### config.mk
export PLATFORM = sky130hd
export DESIGN_NAME = muldiv8_io_sequencer
export DESIGN_NICKNAME = d
export VERILOG_FILES = /design/src/rtl/muldiv8_io_sequencer.sv
export SDC_FILE = /design/constraint.sdc
export NUM_CORES = 1
export LEC_CHECK = 0
export ABC_AREA = 1
export CORE_MARGIN = 4
export CORE_UTILIZATION = 44
export CTS_CLUSTER_SIZE = 28
export DETAILED_ROUTE_END_ITERATION = 10
export PLACE_DENSITY = 0.76
export SKIP_CTS_REPAIR_TIMING = 1
export SYNTH_ARGS = -nofsm -noshare
export SYNTH_HDL_FRONTEND = slang
export SYNTH_SLANG_ARGS = --single-unit
### constraint.sdc
create_clock -name clk -period 1.4 [get_ports clk]
set_input_delay 0.42 -clock clk [delete_from_list [all_inputs] [get_ports clk]]
set_output_delay 0.42 -clock clk [all_outputs]
set_load 0.01 [all_outputs]
### src/rtl/muldiv8_io_sequencer.sv
// Pin-side sequencer for the 8-bit mul/div core: strobed operand capture, start/done handshake, watchdog, byte-serial result.
// Optional accumulate-on-multiply path is built when MULDIV8_SEQ_ACCUMULATE_EN is defined.
//
// state     | meaning
// ----------+------------------------------------------------------
// IDLE      | waiting for the strobe that captures operand A and op
// LOAD_B    | waiting for the strobe that captures operand B
// ISSUE     | one-cycle core_start pulse, watchdog cleared
// WAIT      | waiting for core_done, watchdog running
// RESULT_LO | low result byte on out_data
// RESULT_HI | high result byte on out_data
module muldiv8_io_sequencer #(
  parameter int SYNC_STAGES    = 2,
  parameter int TIMEOUT_CYCLES = 32
) (
  input  logic        clk,
  input  logic        rst_n,
  input  logic [7:0]  pin_data,
  input  logic [2:0]  pin_cmd,
  input  logic        pin_strobe,
  output logic [7:0]  core_a,
  output logic [7:0]  core_b,
  output logic [1:0]  core_op,
  output logic        core_start,
  input  logic        core_done,
  input  logic [15:0] core_result,
  output logic [7:0]  out_data,
  output logic        out_valid,
  output logic        busy,
  output logic        err
);

  typedef enum logic [2:0] {
    S_IDLE,
    S_LOAD_B,
    S_ISSUE,
    S_WAIT,
    S_RESULT_LO,
    S_RESULT_HI
  } state_t;

  localparam logic [7:0] WD_LAST = 8'(TIMEOUT_CYCLES - 1);

  state_t                 state_q, state_d;
  logic [SYNC_STAGES-1:0] sync_q;
  logic                   strobe_prev_q;
  logic                   strobe_edge;
  logic [7:0]             wd_q;
  logic [15:0]            result_q;
  logic [15:0]            capture_val;
  logic                   div_zero;
  logic                   wd_expired;

  assign strobe_edge = sync_q[SYNC_STAGES-1] & ~strobe_prev_q;
  assign div_zero    = core_op[1] && (pin_data == 8'h00);
  assign wd_expired  = (wd_q == WD_LAST);

  always_ff @(posedge clk) begin
    if (!rst_n) begin
      sync_q        <= '0;
      strobe_prev_q <= 1'b0;
    end else begin
      sync_q        <= {sync_q[SYNC_STAGES-2:0], pin_strobe};
      strobe_prev_q <= sync_q[SYNC_STAGES-1];
    end
  end

  always_ff @(posedge clk) begin
    if (!rst_n) state_q <= S_IDLE;
    else        state_q <= state_d;
  end

  always_comb begin
    state_d = state_q;
    unique case (state_q)
      S_IDLE:      if (strobe_edge) state_d = S_LOAD_B;
      S_LOAD_B:    if (strobe_edge) state_d = div_zero ? S_RESULT_LO : S_ISSUE;
      S_ISSUE:     state_d = S_WAIT;
      S_WAIT:      if (core_done || wd_expired) state_d = S_RESULT_LO;
      S_RESULT_LO: if (strobe_edge) state_d = S_RESULT_HI;
      S_RESULT_HI: if (strobe_edge) state_d = S_IDLE;
      default:     state_d = S_IDLE;
    endcase
  end

  always_comb begin
    core_start = 1'b0;
    busy       = 1'b0;
    out_valid  = 1'b0;
    out_data   = 8'h00;
    unique case (state_q)
      S_ISSUE: begin
        core_start = 1'b1;
        busy       = 1'b1;
      end
      S_WAIT:  busy = 1'b1;
      S_RESULT_LO: begin
        out_valid = 1'b1;
        out_data  = result_q[7:0];
      end
      S_RESULT_HI: begin
        out_valid = 1'b1;
        out_data  = result_q[15:8];
      end
      default: ;
    endcase
  end

`ifdef MULDIV8_SEQ_ACCUMULATE_EN
  logic        acc_en_q;
  logic [15:0] acc_q;

  // Accumulation applies to multiplies only; a div with accumulate set restarts the sum.
  assign capture_val = (acc_en_q && !core_op[1]) ? (acc_q + core_result) : core_result;

  always_ff @(posedge clk) begin
    if (!rst_n) begin
      acc_en_q <= 1'b0;
      acc_q    <= 16'h0000;
    end else begin
      if (state_q == S_IDLE && strobe_edge)
        acc_en_q <= pin_cmd[2];
      if (state_q == S_WAIT && core_done && acc_en_q)
        acc_q <= core_op[1] ? 16'h0000 : capture_val;
      if (state_q == S_LOAD_B && strobe_edge && div_zero && acc_en_q)
        acc_q <= 16'h0000;
    end
  end
`else
  assign capture_val = core_result;
`endif

  always_ff @(posedge clk) begin
    if (!rst_n) begin
      core_a   <= 8'h00;
      core_b   <= 8'h00;
      core_op  <= 2'b00;
      err      <= 1'b0;
      result_q <= 16'h0000;
      wd_q     <= 8'h00;
    end else begin
      unique case (state_q)
        S_IDLE: if (strobe_edge) begin
          core_a  <= pin_data;
          core_op <= pin_cmd[1:0];
          err     <= 1'b0;
        end
        S_LOAD_B: if (strobe_edge) begin
          core_b <= pin_data;
          if (div_zero) begin
            result_q <= {core_a, 8'hFF};
            err      <= 1'b1;
          end
        end
        S_ISSUE: wd_q <= 8'h00;
        S_WAIT: begin
          wd_q <= wd_q + 8'd1;
          // core_done has priority over a watchdog expiry in the same cycle
          if (core_done) begin
            result_q <= capture_val;
          end else if (wd_expired) begin
            result_q <= 16'h0000;
            err      <= 1'b1;
          end
        end
        default: ;
      endcase
    end
  end

endmodule

======== Word level (Yosys, flattened, before mapping) ========
Index checks and enable logic that the tools add are counted.
storage, ports and cells
  register bits after elaboration ......... 49
  input port bits ......................... 31
  output and inout port bits .............. 30
  word-level logic and storage cells ...... 64
operators by class
  $add $sub $neg .......................... 1
  eq/ne operators ......................... 15
  muxes and demuxes ....................... 23
  bitwise logic cells ..................... 2
  reduce and logical (&&, ||, !) cells .... 14
operator list
  kind                   number
  $mux W16               4
  $pmux W16 S2           1
  $pmux W8 S2            2
  $mux W3                6
  $pmux W3 S6            1
  $ne A2 B2 Y1 const B   8
  $add A8 B1 Y8 const B  1
  $eq A8 B5 Y1 const B   1
  $logic_not A8 Y1       1
  $mux W1                8
  $eq A3 B2 Y1 const B   2
  $eq A3 B3 Y1 const B   2
  $reduce_and A6 Y1      1
  $reduce_and A5 Y1      1
  $reduce_and A2 Y1      2
  $reduce_and A4 Y1      1
  $reduce_bool A2 Y1     2
  $reduce_or A2 Y1       2
  $eq A3 B1 Y1 const B   1
  $logic_not A3 Y1       1
  $ne A3 B3 Y1 const B   1
  $pmux W1 S3            1
  $reduce_bool A3 Y1     1
  $and A1 B1 Y1          1
  3 further kinds        3

======== Depth between registers and ports, before layout ========
Gate-level depths: netlist of run 1.
  depth after elaboration ................. 5
  mapped depth ............................ 10

======== Worst setup path before layout of run 1 ========
Ideal clock, no wire load.
  path kind ............................... reg-to-output
  from .................................... register state_q[2]
  to ...................................... output port out_data[5]
  arrival ................................. 1.132 ns
  setup slack ............................. -0.152 ns
  stages on the path, launching flop included .. 5
  path through ............................ dfxtp_1 clkbuf_1 buf_2 nand3_1 nand2_1
on the way
  cells in the longest elaborated chain, start to end .. 2
ends and longest elaborated chain
  element                 line  text
  start, declared         44    state_t state_q, state_d;
  start signal, assigned  70    else state_q <= state_d;
  $eq A3 B3 Y1            91    unique case (state_q)
  $pmux W8 S2 *           91
  end, declared           27    output logic [7:0] out_data,
Every way passes the cells marked *; elsewhere a longest branch is shown, timed or not.

======== Worst setup path in the final report of run 1 ========
  from .................................... register state_q[0]
  to ...................................... output port out_data[7]
Same word-level chain as after synthesis.

==> results.toml, run 1 <==
[critical_path]
crit_type = "register to primary output"
r2r-start = "state_q[0]$_SDFFE_PN0P_"
critical_path_required_ns = 0.98
r2r-end = "result_q[11]$_SDFFE_PN0P_"
worstPathArrival_ns = 1.29
ff2ff_setup_slack_ns = -0.18
endpoint_kind = "primary output"
critPathSlowestCell = "dfxtp_4"
start_kind = "register"
reg2reg_depth = 11
worstPathCellList = "inv_4, nor2_4, buf_6, nand3_2, nand2_1, buf_2"
slowest_delay_ns = 0.39
critPathMaxFanout = 5

[final_layout]
final-seq-area_um2 = 994.7
n_antenna_cell = 0
utilization_pct = 75.16
layoutNonFillerInstCount = 551
area_growth_pct = 61.09
fillers = 371
multi_input_area_um2 = 1426
drive_gt1_share_pct = 28.27
nets = 513

[logic_synthesis]
synth_enable_flop_cells = 0
ys_seq_elements = 49
ys_seq_area_share_pct = 40.14
syn_nets = 405
yosysTopAreaCellShare_pct = 40.14
syn_area_um2 = 2444
synth_fa_ha_area_share_pct = 0.5120
synth_compound_area_share_pct = 14.70
ys_warn_count = 0
synth_xor_area_share_pct = 0
synth_top_family_by_area = "simple AND/OR/NAND/NOR gates"
ys.flop_type = "dfxtp_1"
synth.avg_cell_area_um2 = 6.551
synth_mux_area_share_pct = 0
synth_top_area_cell = "dfxtp_1"
synthCells = 373
synth.area.top_cells = "dfxtp_1, nand2_1, nor2_1"
ys_async_sr_fraction_pct = 0
synthSimpleGateAreaFrac_pct = 35.18
ys_types = 25

[global_routing]
grt_max_degree = 38
grt_usage_pct = 20.83
antenna_found_initial = 0
overflow = 0
grt_pass1_vias = 2540
grt_pass1_wl_um = 11050

[route]
wirelength_um = 7850
drc = 0
viasPerCell = 5.140
drtIter0Drc = 259
postRouteAntennaNets = 0
wire_per_inst_um = 14.25
via_count = 2832
drt-pass1-iter-count = 5

[clock_network]
cts-buffers-inserted = 5
clk_path_buf_depth = 2
clkLatencyLatePin_ns = 0.30
clock-root-buffer = "clkbuf_8"
clk_pin_slew_ns = 0.08
cts_tree = "built"
clock_sinks = 49
htreeDepth = 2

[sta]
period_needed_ns = 1.709
setup_viol = 29
timing.hold.ws_ns = 0.4287
slew_headroom_pct = 74.44
fin_crit_sh_pct = 122.1
hold_viol_final = 0
drv_slew = 0
clock.fmax_mhz = 585.1
skew_ns = 0.009077
rsz0062_at_grt = "true"
max_slew.worst_pin.slew_ns = 0.3820
fin_ws_ns = -0.3090

[floorplanning]
start_util_pct = 46.66
fp.dieArea_um2 = 6810
core_area_um2 = 5238
row_count = 26
die_y_um = 82.52
ios = 61
die_w_um = 82.52

[power]
internal_power_mw = 2.081
seqPwrFrac_pct = 51.5
power.density_nw_per_um2 = 714.7
vdd_drop_max_mv = 0.5701
comb_power_share_pct = 18.2
p_leak_nw = 2.063
netSwitchingFraction_pct = 26.04
clkPwrFrac_pct = 30.2
p_sw_mw = 0.7327

[flow_run]
drv_cap = 0

[status]
outcome = "finished with violations"
violations = "negative setup slack"

[min_path]
min-delay-start = "sync_q[0]$_SDFF_PN0_"
hold_path_end = "sync_q[1]$_SDFF_PN0_"
min_path_cells = 2
min_path_type = "register to register"

[placement]
place_inst = 532
io_buffers = 59
dpl.hpwl_um = 4978
gp_congestion = 0.9171
## metal layers
layer  share of wire [%]  vias to the layer above  wire (um)  global-route usage (%)
li1                    -                     1411          -                       -
met1                  42                     1282       3259                   25.43
met2                  49                      120       3849                   35.42
met3                 7.3                       19        575                   5.315
met4                 2.1                        0        165                   7.190
met5                   0                        -          0                       0
## worst max-delay path, delay by kind of cell (launching register included)
family	cells	cell delay (ns)
flip-flops	1	0.39
buffers and inverters	3	0.32
AND/OR/NAND/NOR	3	0.28
## worst max path at each step
stage                                endpoint  depth (start not counted)               startpoint
global route                      out_data[6]                          6  state_q[0]$_SDFFE_PN0P_
global placement                  out_data[0]                          5  state_q[1]$_SDFFE_PN0P_
detailed placement  result_q[15]$_SDFFE_PN0P_                          9              pin_data[6]
floorplan           result_q[10]$_SDFFE_PN0P_                          9     wd_q[1]$_SDFFE_PN0P_
CTS                               out_data[0]                          5  state_q[1]$_SDFFE_PN0P_
finish                            out_data[7]                          6  state_q[0]$_SDFFE_PN0P_
## cell type report
class | instances | area share, %
timing repair inverter | 1 | 0.1907
multi-input combinational | 271 | 36.24
inverter | 35 | 3.528
tap | 70 | 2.225
sequential | 49 | 25.27
clock buffer | 7 | 2.193
timing repair buffer | 118 | 30.36
## state kept, by name (all words and copies together), names as in the netlist
| name | count |
|---|---|
| result_q | 16 |
| core_a | 8 |
| core_b | 8 |
| wd_q | 8 |
| state_q | 3 |
| core_op | 2 |
| sync_q | 2 |
| err | 1 |
| strobe_prev_q | 1 |
## synthesized netlist by cell type (2+ instances only)
cell type and n:
a21oi_1 30, buf_1 2, buf_2 8, buf_4 2, buf_6 2, clkbuf_1 4
dfxtp_1 49, inv_1 33, inv_2 2, nand2_1 81, nand2_2 5, nand3_1 40
nand4_1 2, nor2_1 65, nor2_2 4, nor2_4 2, o21ai_0 34
## power groups by stage
stage	clock network [mW]	logic, mW	registers, mW
after floorplan	0	0.177	1.49
after global placement	0	0.423	1.49
after detailed placement	0	0.430	1.49
after CTS	0.858	0.433	1.46
after global routing	0.909	0.555	1.45
final	0.851	0.513	1.45
## per-stage QoR
step / setup TNS [ns] / cell area [um2] / power [mW] / worst slack [ns]
floorplan: 0 / 2462 / 1.667 / 0.004440
global placement: -13.84 / 3452 / 1.913 / -0.4110
detailed placement: -15.89 / 3452 / 1.921 / -0.4695
CTS: -19.63 / 3538 / 2.749 / -0.8104
global route: -7.006 / 3936 / 2.918 / -0.3560
finish: -4.924 / 3936 / 2.813 / -0.3090
## cells in the final DEF (no fill, tap or decap), drive strengths merged
cell / count
nand2: 86
a21oi: 31
nand3b: 1
nor3: 1
o22ai: 1
nand4: 2
buf: 67
clkbuf: 10
ha: 1
nor2: 71
clkdlybuf4s50: 21
clkinvlp: 1
nor3b: 1
dfxtp: 49
o21ai: 35
o21bai: 1
inv: 35
nand3: 40
dlymetal6s2s: 27
## cell families (layout without fill, tap and decap cells)
family,after synthesis,in the layout
AND/OR/NAND/NOR,202,202
AO/OA/AOI/OAI,68,68
buffers and inverters,53,161
flip-flops,49,49
adder cells (fa/ha/maj),1,1
No activity file was read; power rests on OpenSTA's default activity.
==> run 2: changes to the inputs <==
--- a/config.mk
+++ b/config.mk
@@ -8,7 +8,7 @@
 export ABC_AREA = 1
 export CORE_MARGIN = 4
 export CORE_UTILIZATION = 44
-export CTS_CLUSTER_SIZE = 28
+export CTS_CLUSTER_SIZE = 8
 export DETAILED_ROUTE_END_ITERATION = 10
 export PLACE_DENSITY = 0.76
 export SKIP_CTS_REPAIR_TIMING = 1
==> results of run 2 <==
Final layout, timing and power as in run 1 (identical DEF).
==> run 3: changes to the inputs <==
--- a/config.mk
+++ b/config.mk
@@ -12,6 +12,7 @@
 export DETAILED_ROUTE_END_ITERATION = 10
 export PLACE_DENSITY = 0.76
 export SKIP_CTS_REPAIR_TIMING = 1
+export SKIP_LAST_GASP = 1
 export SYNTH_ARGS = -nofsm -noshare
 export SYNTH_HDL_FRONTEND = slang
 export SYNTH_SLANG_ARGS = --single-unit
==> results.toml, run 3 (synthesis gave the netlist of run 1 again) <==
[clock_network]
clock-root-buffer = "clkbuf_8"
cts-buffers-inserted = 5
htreeDepth = 2
clock_sinks = 49
clk_pin_slew_ns = 0.08
clkLatencyLatePin_ns = 0.30
clk_path_buf_depth = 2
cts_tree = "built"

[floorplanning]
die_y_um = 82.52
start_util_pct = 46.66
row_count = 26
core_area_um2 = 5238
die_w_um = 82.52
fp.dieArea_um2 = 6810
ios = 61

[final_layout]
area_growth_pct = 60.21
layoutNonFillerInstCount = 551
nets = 513
drive_gt1_share_pct = 27.44
largest_reg_flops = 16
final_cell_mix = "nand2_1, nor2_1, dfxtp_1"
top_register = "result_q"
final_common_cell = "nand2_1"
n_antenna_cell = 0
fillers = 376
design_area_um2 = 3915

[min_path]
min_path_type = "register to register"

[critical_path]
crit_buf_inv = 3
endpoint_kind = "primary output"
start_kind = "register"
worstPathArrival_ns = 1.32
critPathSlowestCell = "dfxtp_4"
cpLargestDelayFamily = "flip-flops"
slowest_delay_ns = 0.39
critPathMaxFanout = 5
crit_type = "register to primary output"
critical_path_required_ns = 0.98
worstPathCellList = "inv_4, nor2_4, buf_6, nand3_2, nand2_1, buf_2"

[placement]
place_inst = 532
io_buffers = 59
gp_congestion = 0.9171
place_area_um2 = 3452
dpl.hpwl_um = 4978

[sta]
skew_ns = 0.008405
hold_viol_final = 0
rsz0062_at_grt = "true"
period_needed_ns = 1.738
max_slew.worst_pin.slew_ns = 0.3841
finalSetupTns_ns = -5.132
drv_slew = 0
fin_ws_ns = -0.3378
clock.fmax_mhz = 575.5
slew_headroom_pct = 74.30
fin_crit_sh_pct = 124.1
setup_viol = 30

[route]
wirelength_um = 7940
via_count = 2835
drtIter0Drc = 231
drt-pass1-iter-count = 5
wire_per_inst_um = 14.41
postRouteAntennaNets = 0
drc = 0
viasPerCell = 5.145

[status]
violations = "negative setup slack"
outcome = "finished with violations"

[global_routing]
grt_max_degree = 38
grt_usage_pct = 20.83
antenna_found_initial = 0
grt_pass1_wl_um = 11050
overflow = 0
grt_pass1_vias = 2540

[power]
power.density_nw_per_um2 = 716.7
comb_power_share_pct = 18.2
seqPwrFrac_pct = 51.7
p_leak_nw = 2.077
vdd_drop_max_mv = 0.5601
netSwitchingFraction_pct = 25.90
clkPwrFrac_pct = 30.2
internal_power_mw = 2.079
p_sw_mw = 0.7267

[flow_run]
drv_cap = 0
[run 3: tightest hold or removal path: stages (launching register included)]
cell,delay (ns)
dfxtp_1,0.30
nand2_1,0.06
inv_1,0.03
[run 3: area by class of cell]
type / count / area (um2) / area share, %
Sequential cell: 49 / 994.7 / 25.41
Inverter: 35 / 138.9 / 3.547
Timing Repair Buffer: 118 / 1189 / 30.36
Tap cell: 70 / 87.58 / 2.237
Timing Repair inverter: 1 / 7.507 / 0.1918
Multi-Input combinational cell: 271 / 1411 / 36.05
Clock buffer: 7 / 86.33 / 2.205
[run 3: per-stage QoR]
step,hold WS (ns),utilization [%],setup WS (ns),power [mW]
6_report,0.4302,74.75,-0.3378,2.806
5_1_grt,0.4521,74.75,-0.3876,2.917
4_1_cts,0.4333,67.56,-0.8104,2.749
3_5_place_dp,0.4133,65.91,-0.4695,1.921
3_3_place_gp,0.4054,65.91,-0.4110,1.913
2_1_floorplan,0.3905,-,0.004440,1.667
[run 3: final timing paths]
check | cells past startpoint | endpoint | slack, ns | startpoint
setup / recovery | 6 | out_data[7] | -0.34 | state_q[0]$_SDFFE_PN0P_
hold / removal | 2 | sync_q[1]$_SDFF_PN0_ | 0.43 | sync_q[0]$_SDFF_PN0_
setup reg to reg | 11 | result_q[11]$_SDFFE_PN0P_ | -0.20 | state_q[0]$_SDFFE_PN0P_
hold reg to reg | 2 | sync_q[1]$_SDFF_PN0_ | 0.43 | sync_q[0]$_SDFF_PN0_
[run 3: layer usage]
| metal | part of all wire, % | global-route usage (%) | up-vias |
|---|---|---|---|
| met5 | 0 | 0 | - |
| met4 | 2.0 | 7.190 | 0 |
| met3 | 7.1 | 5.315 | 20 |
| met2 | 50 | 35.42 | 114 |
| met1 | 41 | 25.43 | 1290 |
| li1 | - | - | 1411 |
[run 3: power groups by stage]
stage,clock network (mW),registers (mW),logic [mW]
floorplan,0,1.49,0.177
global placement,0,1.49,0.423
detailed placement,0,1.49,0.430
CTS,0.858,1.46,0.433
global route,0.911,1.45,0.553
finish,0.846,1.45,0.510
